[config.mk]
export PLATFORM = sky130hd
export DESIGN_NAME = elastic_delay
export DESIGN_NICKNAME = d
export VERILOG_FILES = /design/src/rtl/elastic_delay.sv
export SDC_FILE = /design/constraint.sdc
export NUM_CORES = 1
export LEC_CHECK = 0
export BUFFER_PORTS_ARGS = -buffer_cell sky130_fd_sc_hd__buf_2
export CORE_MARGIN = 2
export CORE_UTILIZATION = 25
export CTS_BUF_LIST = sky130_fd_sc_hd__clkbuf_4 sky130_fd_sc_hd__clkbuf_8
export DETAILED_ROUTE_END_ITERATION = 8
export GPL_ROUTABILITY_DRIVEN = 1
export PLACE_DENSITY = 0.5
export SYNTH_ARGS = -nofsm -noshare
export SYNTH_HDL_FRONTEND = slang
export SYNTH_SLANG_ARGS = --single-unit
[constraint.sdc]
create_clock -name clk -period 3.4 [get_ports clk]
set_input_delay 1.02 -clock clk [delete_from_list [all_inputs] [get_ports clk]]
set_output_delay 1.02 -clock clk [all_outputs]
set_load 0.02 [all_outputs]
[src/rtl/elastic_delay.sv]
// Elastic valid/ready delay line of STAGES slots with bubble collapse and synchronous flush.
// Latency STAGES-1 edges from accept to data_out; stalls propagate back to in_ready combinationally,
// or through a registered skid slot when ELASTIC_DELAY_SKID_EN is defined.
module elastic_delay #(
    parameter int  WIDTH  = 32,
    parameter int  STAGES = 2,
    localparam int CNT_W  = $clog2(STAGES + 2)
) (
    input  logic             clk,
    input  logic             reset_n,
    input  logic             flush,
    input  logic             in_valid,
    output logic             in_ready,
    input  logic [WIDTH-1:0] in,
    output logic             out_valid,
    input  logic             out_ready,
    output logic [WIDTH-1:0] data_out,
    output logic [CNT_W-1:0] occupancy
);
    generate
        if (STAGES < 1 || STAGES > 8) begin : g_bad_stages
            $error("elastic_delay: STAGES must be in 1..8");
        end
    endgenerate

    logic [STAGES-1:0] valid_q;
    logic [WIDTH-1:0]  data_q [STAGES];
    logic [STAGES-1:0] ready;
    logic              accept;
    logic              src_vld;
    logic [WIDTH-1:0]  src_dat;

    // A slot may load when it is empty or its occupant moves on this edge.
    always_comb begin : p_ready
        logic r;
        r     = out_ready;
        ready = '0;
        for (int k = STAGES - 1; k >= 0; k--) begin
            r        = !valid_q[k] || r;
            ready[k] = r;
        end
    end

`ifdef ELASTIC_DELAY_SKID_EN
    logic             skid_valid;
    logic [WIDTH-1:0] skid_data;

    assign in_ready = !skid_valid && !flush;
    assign accept   = in_valid && in_ready;
    // A parked entry always enters slot 0 ahead of anything new.
    assign src_vld  = skid_valid || accept;
    assign src_dat  = skid_valid ? skid_data : in;

    always_ff @(posedge clk or negedge reset_n) begin
        if (!reset_n) begin
            skid_valid <= 1'b0;
            skid_data  <= '0;
        end else if (flush) begin
            skid_valid <= 1'b0;
        end else if (skid_valid) begin
            if (ready[0]) begin
                skid_valid <= 1'b0;
            end
        end else if (accept && !ready[0]) begin
            skid_valid <= 1'b1;
            skid_data  <= in;
        end
    end
`else
    assign in_ready = ready[0] && !flush;
    assign accept   = in_valid && in_ready;
    assign src_vld  = accept;
    assign src_dat  = in;
`endif

    always_ff @(posedge clk or negedge reset_n) begin
        if (!reset_n) begin
            valid_q <= '0;
            for (int k = 0; k < STAGES; k++) begin
                data_q[k] <= '0;
            end
        end else begin
            if (ready[0]) begin
                valid_q[0] <= src_vld;
                data_q[0]  <= src_dat;
            end
            for (int k = 1; k < STAGES; k++) begin
                if (ready[k]) begin
                    valid_q[k] <= valid_q[k-1];
                    data_q[k]  <= data_q[k-1];
                end
            end
            // Data registers keep stale payload; only the valid bits are discarded.
            if (flush) begin
                valid_q <= '0;
            end
        end
    end

    always_comb begin
        occupancy = '0;
        for (int k = 0; k < STAGES; k++) begin
            occupancy = occupancy + CNT_W'(valid_q[k]);
        end
`ifdef ELASTIC_DELAY_SKID_EN
        occupancy = occupancy + CNT_W'(skid_valid);
`endif
    end

    assign out_valid = valid_q[STAGES-1];
    assign data_out  = data_q[STAGES-1];

endmodule

* After elaboration in Yosys (flattened, before gate mapping)
Index checks and enable logic that the tools add are counted.
Cells by class: $add $sub $neg 1, mux-type cells 3, reductions and logical operators 9
Operators with widths (count):
- 2-bit nonzero test | 2
- 1-bit zero test | 3
- 1-bit by 1-bit adder with 2-bit output | 1
- 1-bit logical AND | 2
- 1-bit logical OR | 2
- 1-bit 2-to-1 mux | 2
- 2-bit 2-to-1 mux | 1
Word-level totals: register bits 66, input port bits 37

* Logic depth before layout (Yosys ltp)
Gate-level depths: netlist (run 1).
depth after elaboration 7, gate-level depth with buffers 4, gate-level depth less buffers 2

* Least setup slack after synthesis (run 1)
No wires, ideal clock.
kind input -> output, from input port out_ready, to output port in_ready, data arrival time 1.666 ns, setup slack 0.714 ns, stages on the path 3, path through nand3b_4 > buf_6 > nor2b_1
On the way: word-level cells in the longest chain between the ends 3
RTL lines:
- start, declared | line 16 | input logic out_ready,
- 1-bit logical OR (2 in a row) | line 39 | r = !valid_q[k] || r;
- 1-bit logical AND | line 70 | assign in_ready = ready[0] && !flush;
- end, declared | line 13 | output logic in_ready,
Every way passes these cells.

* Worst setup path in the final report (run 1)
Same ends and word-level chain as after synthesis.

==> summary.txt, run 1 <==
sequential share of power = 49.4%
P_sw = 413.1 uW
internal power = 1.341 mW
Routed Antenna Nets = 0
die area = 12,430 um^2
crit path max fanout = 2
initial antenna violation count = 0
syn_nets = 215
n_diodes = 0
DP Wirelength = 2.990 mm
final setup vio count = 0
R2R depth = 3
synth warn = 0
average wire per standard cell = 12.92 um
Initial Util = 25.41%
GRT Util Overall = 8.832%
DRT Wirelength = 4.793 mm
clk_lat worst skew = 0.34 ns
Final nets = 262
cts hold-fix bufs = 0
most used flip-flop cell after synthesis = dfrtp_1
crit end category = output pin
distinct cell type count after synthesis = 13
Syn Std Cell Area = 2889 um^2
crit start category = input port
Hold Crit Class = flop to flop
via count = 1,463
fmax = 388.9 MHz
largest net degree at the start of global routing = 39
first-pass GRT wire length = 8.473 mm
Static Leak = 1.665 nW
Final Cycle Share = 75.64%
fin crit period = 2.572 ns
max cap viols = 0
Die Width = 111.5 um
Max Buffers Root-to-Sink = 2
quantity of I/O buffers inserted on ports = 72
synthesized area per cell = 16.32 um^2
Syn Inst Count = 177
measured slew at the worst slew-check pin = 0.6758 ns
die height = 111.5 um
Clock Power Share = 39.3%
CTS Buf Count = 9
setup total negative slack = 0 ns
Worst-path clk slew = 0.07 ns
vias in the first global route = 1,618
Worst Setup Path Type = input port to output pin
CP Data Required Time = 2.38 ns
Seq/Total Area, Yosys = 57.17%
CP arrival = 1.55 ns
Synth top cells by count = dfrtp_1 (66), mux2_2 (33), buf_4 (32)
DRC violations left = 0
Seq cells post-synth = 66
Area Growth Syn to Fin = 15.63%
fraction of registers with async set/reset = 100.0%
row cnt = 39
gr ovfl total = 0
worst vdd ir = 270.9 uV
Fin. Hold Viols = 0
CTS root buffer = clkbuf_8
clk sinks = 66
postcts setup bufs = 0
fin. max-slew vios = 0
I/O pins = 73
share of layout cells above drive strength 1 = 67.54%
PwrDens = 525.1 nW/um^2
largest cells by area after synthesis = dfrtp_1 (57%), mux2_4 (15%), mux2_2 (13%)
hold path depth = 1
number of synthesized flops with an enable pin = 0
combinational share of power = 11.3%
Slew headroom = 54.94%
# H-tree levels = 3
GPL Wtd Cong = 0.6424
RSZ-0062 raised after global routing = false
Hold Worst Slack = 0.4884 ns
status = completed
dominant cell type by area after synthesis = dfrtp_1
post-CTS sizing = 0
core area = 11,370 um^2
CTS tree = done
count leader, synth = dfrtp_1
initial DRC count = 36
Layout Skew = 0.004152 ns
fraction of power spent switching nets = 23.55%
FF-to-FF setup slack = 1.91 ns
Yosys top cell area share = 57.17%
detailed-router iteration count before antenna repair = 4
fillcell total = 1,165
drt via density = 3.943
stage by stage:
stage	utilization (%)	worst slack, ns	cell area [um^2]	total power, mW	cells
after global routing	29.38	0.8179	3341	1.861	371
final	29.38	0.8283	3341	1.754	371
after detailed placement	27.56	0.8313	3133	1.084	356
after floorplan	-	0.7138	2889	1.046	177
after global placement	27.56	0.8405	3133	1.080	356
after CTS	29.38	0.8251	3341	1.798	371
logic make-up (layout without fill, tap and decap cells):
kind of cell / Yosys count / after routing / synth area share [%]
AOI/OAI and AO/OA: 2 / 2 / 0.3465
and+or+nand+nor: 3 / 3 / 1.126
buffers and inverters: 41 / 92 / 12.21
muxes: 64 / 64 / 28.71
DFF: 66 / 66 / 57.17
adders and majority gates: 1 / 1 / 0.4330
sequential cells by signal (all words and copies together), names as in the netlist:
register	flops
data_out	32
data_q	32
valid_q	2
worst max-delay path: stages:
cell and delay, ns:
buf_2 0.11, nand3b_4 0.14, nor2b_1 0.13, buf_2 0.15
final cells by class:
cell class | instances | area, um^2 | area share (%)
inverters | 2 | 7.507 | 0.2247
repair buffers | 75 | 407.9 | 12.21
clock buffers | 13 | 172.7 | 5.169
clock inverters | 2 | 35.03 | 1.049
multi-input cells | 70 | 887.1 | 26.55
flip-flops and latches | 66 | 1652 | 49.44
well taps | 143 | 178.9 | 5.356
power groups by stage:
stage	clock network [mW]	logic (mW)	registers, mW
detailed placement	0	0.203	0.881
floorplan	0	0.171	0.875
global route	0.769	0.217	0.874
finish	0.689	0.199	0.866
CTS	0.727	0.204	0.867
global placement	0	0.201	0.880
layer usage:
metal | track usage (%) | share of wire, % | up-vias
met4 | 4.444 | 2.0 | 0
met3 | 4.137 | 6.7 | 9
met2 | 13.50 | 47 | 49
met5 | 0 | 0 | -
li1 | - | - | 662
met1 | 10.46 | 44 | 743
worst paths after layout:
path	from	to
min	data_q[40]$_DFFE_PN0N_	data_q[40]$_DFFE_PN0N_
min reg2reg	data_q[40]$_DFFE_PN0N_	data_q[40]$_DFFE_PN0N_
max in group asynchronous	reset_n	data_out[3]$_DFFE_PN0P_
min in group asynchronous	reset_n	data_out[20]$_DFFE_PN0P_
max	out_ready	in_ready
max reg2reg	valid_q[1]$_DFFE_PN0P_	data_q[61]$_DFFE_PN0N_
layout by cell type, fill, tap and decap left out:
cell type,n
nor2b_1,1
ha_1,1
clkbuf_4,1
clkbuf_8,12
buf_12,2
mux2_4,29
dfrtp_1,66
inv_1,2
buf_2,72
nand2b_2,1
mux2_1,2
nand3b_4,1
mux2_2,33
a21oi_1,2
bufinv_16,1
clkinv_2,1
buf_4,1
(Power assumes the default switching activity.)
==> run 2, diff against run 1 <==
- clock period: 3.4 -> 2.4 ns (I/O delays scaled with it)
==> run 2 against run 1 <==
Global-route usage is 0.33 points lower. Wire length rose by 0.46%. Sequential cell count unchanged. Hold slack lost 0.11 ns. Clock skew up 0.0029 ns. Largest cell class unchanged. Highest routed layer unchanged.
==> summary.txt, run 2 (synthesis results as in run 1) <==
status = completed (unchanged)
GRT Util Overall = 8.499% (was 8.832%)
Final nets = 262 (unchanged)
Die Width = 111.5 um (unchanged)
I/O pins = 73 (unchanged)
FF-to-FF setup slack = 0.90 ns (was 1.91 ns)
fmax = 508.1 MHz
P_sw = 578.7 uW (was 413.1 uW)
crit path max fanout = 4 (was 2)
die area = 12,430 um^2 (unchanged)
GPL Wtd Cong = 0.6707 (was 0.6424)
worst-path cell chain = ha_1 > buf_2 (was buf_2 > nand3b_4 > nor2b_1 > buf_2)
CTS root buffer = clkbuf_8 (unchanged)
sequential share of power = 49.5% (was 49.4%)
PwrDens = 742.1 nW/um^2 (was 525.1 nW/um^2)
Clock Power Share = 39.1% (was 39.3%)
initial antenna violation count = 0 (unchanged)
clk sinks = 66 (unchanged)
Slew headroom = 67.44% (was 54.94%)
fin crit period = 1.968 ns
worst vdd ir = 332.0 uV (was 270.9 uV)
Hold Crit Class = input port to asynchronous set/reset pin (was flop to flop)
RSZ-0062 raised after global routing = false (unchanged)
setup total negative slack = 0 ns (unchanged)
CP Data Required Time = 1.68 ns (was 2.38 ns)
Worst-path clk slew = 0.07 ns (about the same)
DRC violations left = 0 (unchanged)
area occupied by registers = 1652 um^2 (unchanged)
first-pass GRT wire length = 8.128 mm (was 8.473 mm)
Layout Skew = 0.007037 ns (was 0.004152 ns)
crit path max-delay cell type = dfrtp_1 (was buf_2)
internal power = 1.900 mW (was 1.341 mW)
row cnt = 39 (unchanged)
core area = 11,370 um^2 (unchanged)
postcts setup bufs = 0 (unchanged)
CP arrival = 1.25 ns (was 1.55 ns)
R2R depth = 3 (unchanged)
CTS Buf Count = 9 (unchanged)
crit end category = output pin (unchanged)
Crit path largest cell delay = 0.44 ns (was 0.15 ns)
die height = 111.5 um (unchanged)
gr ovfl total = 0 (unchanged)
Area Growth Syn to Fin = 15.63% (unchanged)
CTS tree = done (unchanged)
Max Buffers Root-to-Sink = 2 (unchanged)
final setup vio count = 0 (unchanged)
RR Endpoint = data_q[52]$_DFFE_PN0N_ (was data_q[61]$_DFFE_PN0N_)
Fin. Hold Viols = 0 (unchanged)
Worst Setup Path Type = flop to output pin (was input port to output pin)
combinational share of power = 11.4% (was 11.3%)
Static Leak = 1.665 nW (unchanged)
Routed Antenna Nets = 0 (unchanged)
via count = 1,464 (was 1,463)
DRT Wirelength = 4.815 mm (was 4.793 mm)
detailed-router iteration count before antenna repair = 2 (was 4)
post-CTS sizing = 0 (unchanged)
vias in the first global route = 1,575 (was 1,618)
cts hold-fix bufs = 0 (unchanged)
measured slew at the worst slew-check pin = 0.4884 ns (was 0.6758 ns)
average wire per standard cell = 12.98 um (was 12.92 um)
multi-input logic area = 887.1 um^2 (unchanged)
fillcell total = 1,152 (was 1,165)
quantity of I/O buffers inserted on ports = 72 (unchanged)
clk_lat worst skew = 0.33 ns (was 0.34 ns)
largest net degree at the start of global routing = 67 (was 39)
Initial Util = 25.41% (unchanged)
initial DRC count = 44 (was 36)
DP Wirelength = 2.947 mm (was 2.990 mm)
share of layout cells above drive strength 1 = 67.54% (unchanged)
Final Cycle Share = 82.00%
crit start category = flop (was input port)
fraction of power spent switching nets = 23.34% (was 23.55%)
fin. max-slew vios = 0 (unchanged)
most frequent cells in the layout = buf_2 (72), dfrtp_1 (66), mux2_2 (33) (unchanged)
Worst R2R Start = valid_q[1]$_DFFE_PN0P_ (unchanged)
# H-tree levels = 3 (unchanged)
commonest non-fill, non-tap cell in the layout = buf_2 (unchanged)
max cap viols = 0 (unchanged)
drt via density = 3.946 (was 3.943)
n_diodes = 0 (unchanged)
final core utilization = 29.38% (unchanged)
-- run 2: cell counts in the layout (fill, tap and decap cells not counted) --
No cell type changed its count.
-- run 2: per-layer routing --
metal	vias to the layer above	wire length [um]	track usage [%]
li1	665	-	-
met1	743	2195	10.29
met2	48	2204	12.60
met3	8	312	4.028
met4	0	102	4.444
met5	-	0	0
-- run 2: metrics by stage --
step,hold slack (ns),instances,instance area [um^2],setup slack (ns),total power [mW]
6_report,0.3823,371,3341,0.4319,2.479
5_1_grt,0.3787,371,3341,0.3596,2.626
4_1_cts,0.3816,371,3341,0.3922,2.554
3_5_place_dp,0.4763,356,3133,0.4264,1.537
3_3_place_gp,0.4702,356,3133,0.4416,1.531
2_1_floorplan,0.4244,177,2889,0.3138,1.482
-- run 2: final cells by class --
class | count | share of cell area (%)
flip-flops and latches | 66 | 49.44
multi-input cells | 70 | 26.55
repair buffers | 75 | 12.21
well taps | 143 | 5.356
clock buffers | 13 | 5.169
clock inverters | 2 | 1.049
inverters | 2 | 0.2247
-- run 2: power groups by stage --
stage / combinational, mW / clock, mW / sequential, mW
floorplan: 0.243 / 0 / 1.24
global placement: 0.284 / 0 / 1.25
detailed placement: 0.288 / 0 / 1.25
CTS: 0.289 / 1.04 / 1.23
global route: 0.305 / 1.08 / 1.24
finish: 0.282 / 0.969 / 1.23
-- run 2: worst max-delay path: cells and delay by family (launching register included) --
family	cells	cell delay, ns
adders and majority gates	1	0.31
buffers and inverters	1	0.16
DFF	1	0.44
-- run 2: how the worst max path moves through the flow --
stage	start	to	slack, ns
final	valid_q[1]$_DFFE_PN0P_	occupancy[0]	0.43
after global routing	valid_q[1]$_DFFE_PN0P_	occupancy[0]	0.36
after CTS	valid_q[1]$_DFFE_PN0P_	occupancy[0]	0.39
after detailed placement	out_ready	in_ready	0.43
after global placement	out_ready	in_ready	0.44
after floorplan	out_ready	in_ready	0.31
==> run 3, diff against run 2 <==
- clock period: 2.4 -> 2.05 ns (I/O delays scaled with it)
==> run 3 against run 2 <==
Via count down 0.61%. Setup slack worse by 0.26 ns. Register-to-register slack worse by 0.20 ns. Sequential share of layout area up 0.15 points. Global-route usage up 0.53 points. Total power up 14%. Sequential power up 17%. Combinational power up 16%. Hold slack worse by 0.11 ns. Die area unchanged. Clock power up 9%. Critical path depth unchanged.
==> summary.txt, run 3 (synthesis results as in run 1) <==
gr ovfl total = 0 (unchanged)
Initial Util = 25.41% (unchanged)
fillcell total = 1,169 (was 1,152)
Hold Worst Slack = 0.2701 ns (was 0.3823 ns)
Slew headroom = 76.40% (was 67.44%)
P_sw = 707.6 uW (was 578.7 uW)
fin. max-slew vios = 0 (unchanged)
Worst Setup Slack, final = 0.1740 ns (was 0.4319 ns)
Final Cycle Share = 91.51%
status = completed (unchanged)
CTS root buffer = clkbuf_8 (unchanged)
Place WS = 0.2866 ns (was 0.4264 ns)
Max Buffers Root-to-Sink = 2 (unchanged)
PwrDens = 848.9 nW/um^2 (was 742.1 nW/um^2)
delay-heaviest family, CP = flip-flops (unchanged)
initial DRC count = 39 (was 44)
Layout Skew = 0.004320 ns (was 0.007037 ns)
internal power = 2.120 mW (was 1.900 mW)
crit start category = flop (unchanged)
quantity of I/O buffers inserted on ports = 72 (unchanged)
I/O pins = 73 (unchanged)
combinational share of power = 11.6% (was 11.4%)
Final nets = 263 (was 262)
Clock Power Share = 37.6% (was 39.1%)
most frequent cells in the layout = buf_2 (72), dfrtp_1 (66), mux2_2 (33) (unchanged)
# H-tree levels = 3 (unchanged)
first-pass GRT wire length = 8.280 mm (was 8.128 mm)
crit end category = output pin (unchanged)
largest net degree at the start of global routing = 67 (unchanged)
CP Data Required Time = 1.43 ns (was 1.68 ns)
sequential share of power = 50.8% (was 49.5%)
via count = 1,455 (was 1,464)
Fin. Hold Viols = 0 (unchanged)
core area = 11,370 um^2 (unchanged)
worst-path cell chain = ha_1 > buf_2 (unchanged)
RSZ-0062 raised after global routing = false (unchanged)
clk sinks = 66 (unchanged)
Area Growth Syn to Fin = 15.29% (was 15.63%)
fraction of power spent switching nets = 25.03% (was 23.34%)
Worst-path clk slew = 0.07 ns (about the same)
final std cells w/o fill = 373 (was 371)
max cap viols = 0 (unchanged)
crit path max fanout = 4 (unchanged)
CP startpoint = valid_q[1]$_DFFE_PN0P_ (unchanged)
n_diodes = 0 (unchanged)
FF-to-FF setup slack = 0.70 ns (was 0.90 ns)
crit path max-delay cell type = dfrtp_1 (unchanged)
DRC violations left = 0 (unchanged)
CTS tree = done (unchanged)
placed cell count = 357 (was 356)
commonest non-fill, non-tap cell in the layout = buf_2 (unchanged)
vias in the first global route = 1,565 (was 1,575)
average wire per standard cell = 13.01 um (was 12.98 um)
Worst Setup Path Type = flop to output pin (unchanged)
share of layout cells above drive strength 1 = 67.83% (was 67.54%)
postcts setup bufs = 0 (unchanged)
worst vdd ir = 428.2 uV (was 332.0 uV)
die area = 12,430 um^2 (unchanged)
initial antenna violation count = 0 (unchanged)
clk_lat worst skew = 0.35 ns (was 0.33 ns)
CP arrival = 1.26 ns (was 1.25 ns)
Routed Antenna Nets = 0 (unchanged)
Crit path largest cell delay = 0.44 ns (about the same)
setup total negative slack = 0 ns (unchanged)
Static Leak = 1.663 nW (was 1.665 nW)
DRT Wirelength = 4.853 mm (was 4.815 mm)
CTS Buf Count = 9 (unchanged)
Worst R2R Start = valid_q[1]$_DFFE_PN0P_ (unchanged)
fmax = 533.1 MHz
measured slew at the worst slew-check pin = 0.3539 ns (was 0.4884 ns)
GPL Wtd Cong = 0.6465 (was 0.6707)
final setup vio count = 0 (unchanged)
Hold Crit Class = input port to asynchronous set/reset pin (unchanged)
drt via density = 3.901 (was 3.946)
detailed-router iteration count before antenna repair = 4 (was 2)
GRT Util Overall = 9.030% (was 8.499%)
DP Wirelength = 3.021 mm (was 2.947 mm)
die height = 111.5 um (unchanged)
worst path bufs/invs = 1 (unchanged)
fin crit period = 1.876 ns
Die Width = 111.5 um (unchanged)
post-CTS sizing = 0 (unchanged)
row cnt = 39 (unchanged)
cts hold-fix bufs = 0 (unchanged)
-- run 3: worst paths after layout --
path | endpoint | cells past startpoint
max in group asynchronous | data_out[5]$_DFFE_PN0P_ | 2
setup reg to reg | data_q[60]$_DFFE_PN0N_ | 3
hold / removal | data_out[17]$_DFFE_PN0P_ | 2
hold reg to reg | data_q[40]$_DFFE_PN0N_ | 1
min in group clk | valid_q[1]$_DFFE_PN0P_ | 2
setup / recovery | occupancy[0] | 2
-- run 3: through the flow --
stage | utilization, % | cell area (um^2) | power [mW]
3_3_place_gp | 27.62 | 3141 | 1.793
4_1_cts | 29.29 | 3331 | 2.911
2_1_floorplan | - | 2889 | 1.735
3_5_place_dp | 27.62 | 3141 | 1.800
6_report | 29.29 | 3331 | 2.827
5_1_grt | 29.29 | 3331 | 3.003
-- run 3: layer usage --
metal  up-vias  global-route usage (%)  share of wire (%)  routed length, um
met3         7                   6.042                8.9                431
met1       730                   10.74                 45               2167
li1        665                       -                  -                  -
met5         -                       0                  0                  0
met2        53                   12.68                 45               2173
met4         0                   3.951                1.6                 80
-- run 3: final cells by class --
class | instances | area, um^2 | share of cell area (%)
inverters | 2 | 7.507 | 0.2254
multi-input cells | 70 | 887.1 | 26.63
clock buffers | 14 | 180.2 | 5.409
repair buffers | 76 | 415.4 | 12.47
clock inverters | 2 | 10.01 | 0.3005
well taps | 143 | 178.9 | 5.372
flip-flops and latches | 66 | 1652 | 49.59
-- run 3: power by group through the flow --
stage          sequential (mW)  combinational (mW)  clock, mW
2_1_floorplan             1.45               0.284          0
3_3_place_gp              1.46               0.333          0
3_5_place_dp              1.46               0.336          0
4_1_cts                   1.44               0.337       1.14
5_1_grt                   1.45               0.359       1.20
6_report                  1.44               0.328       1.06
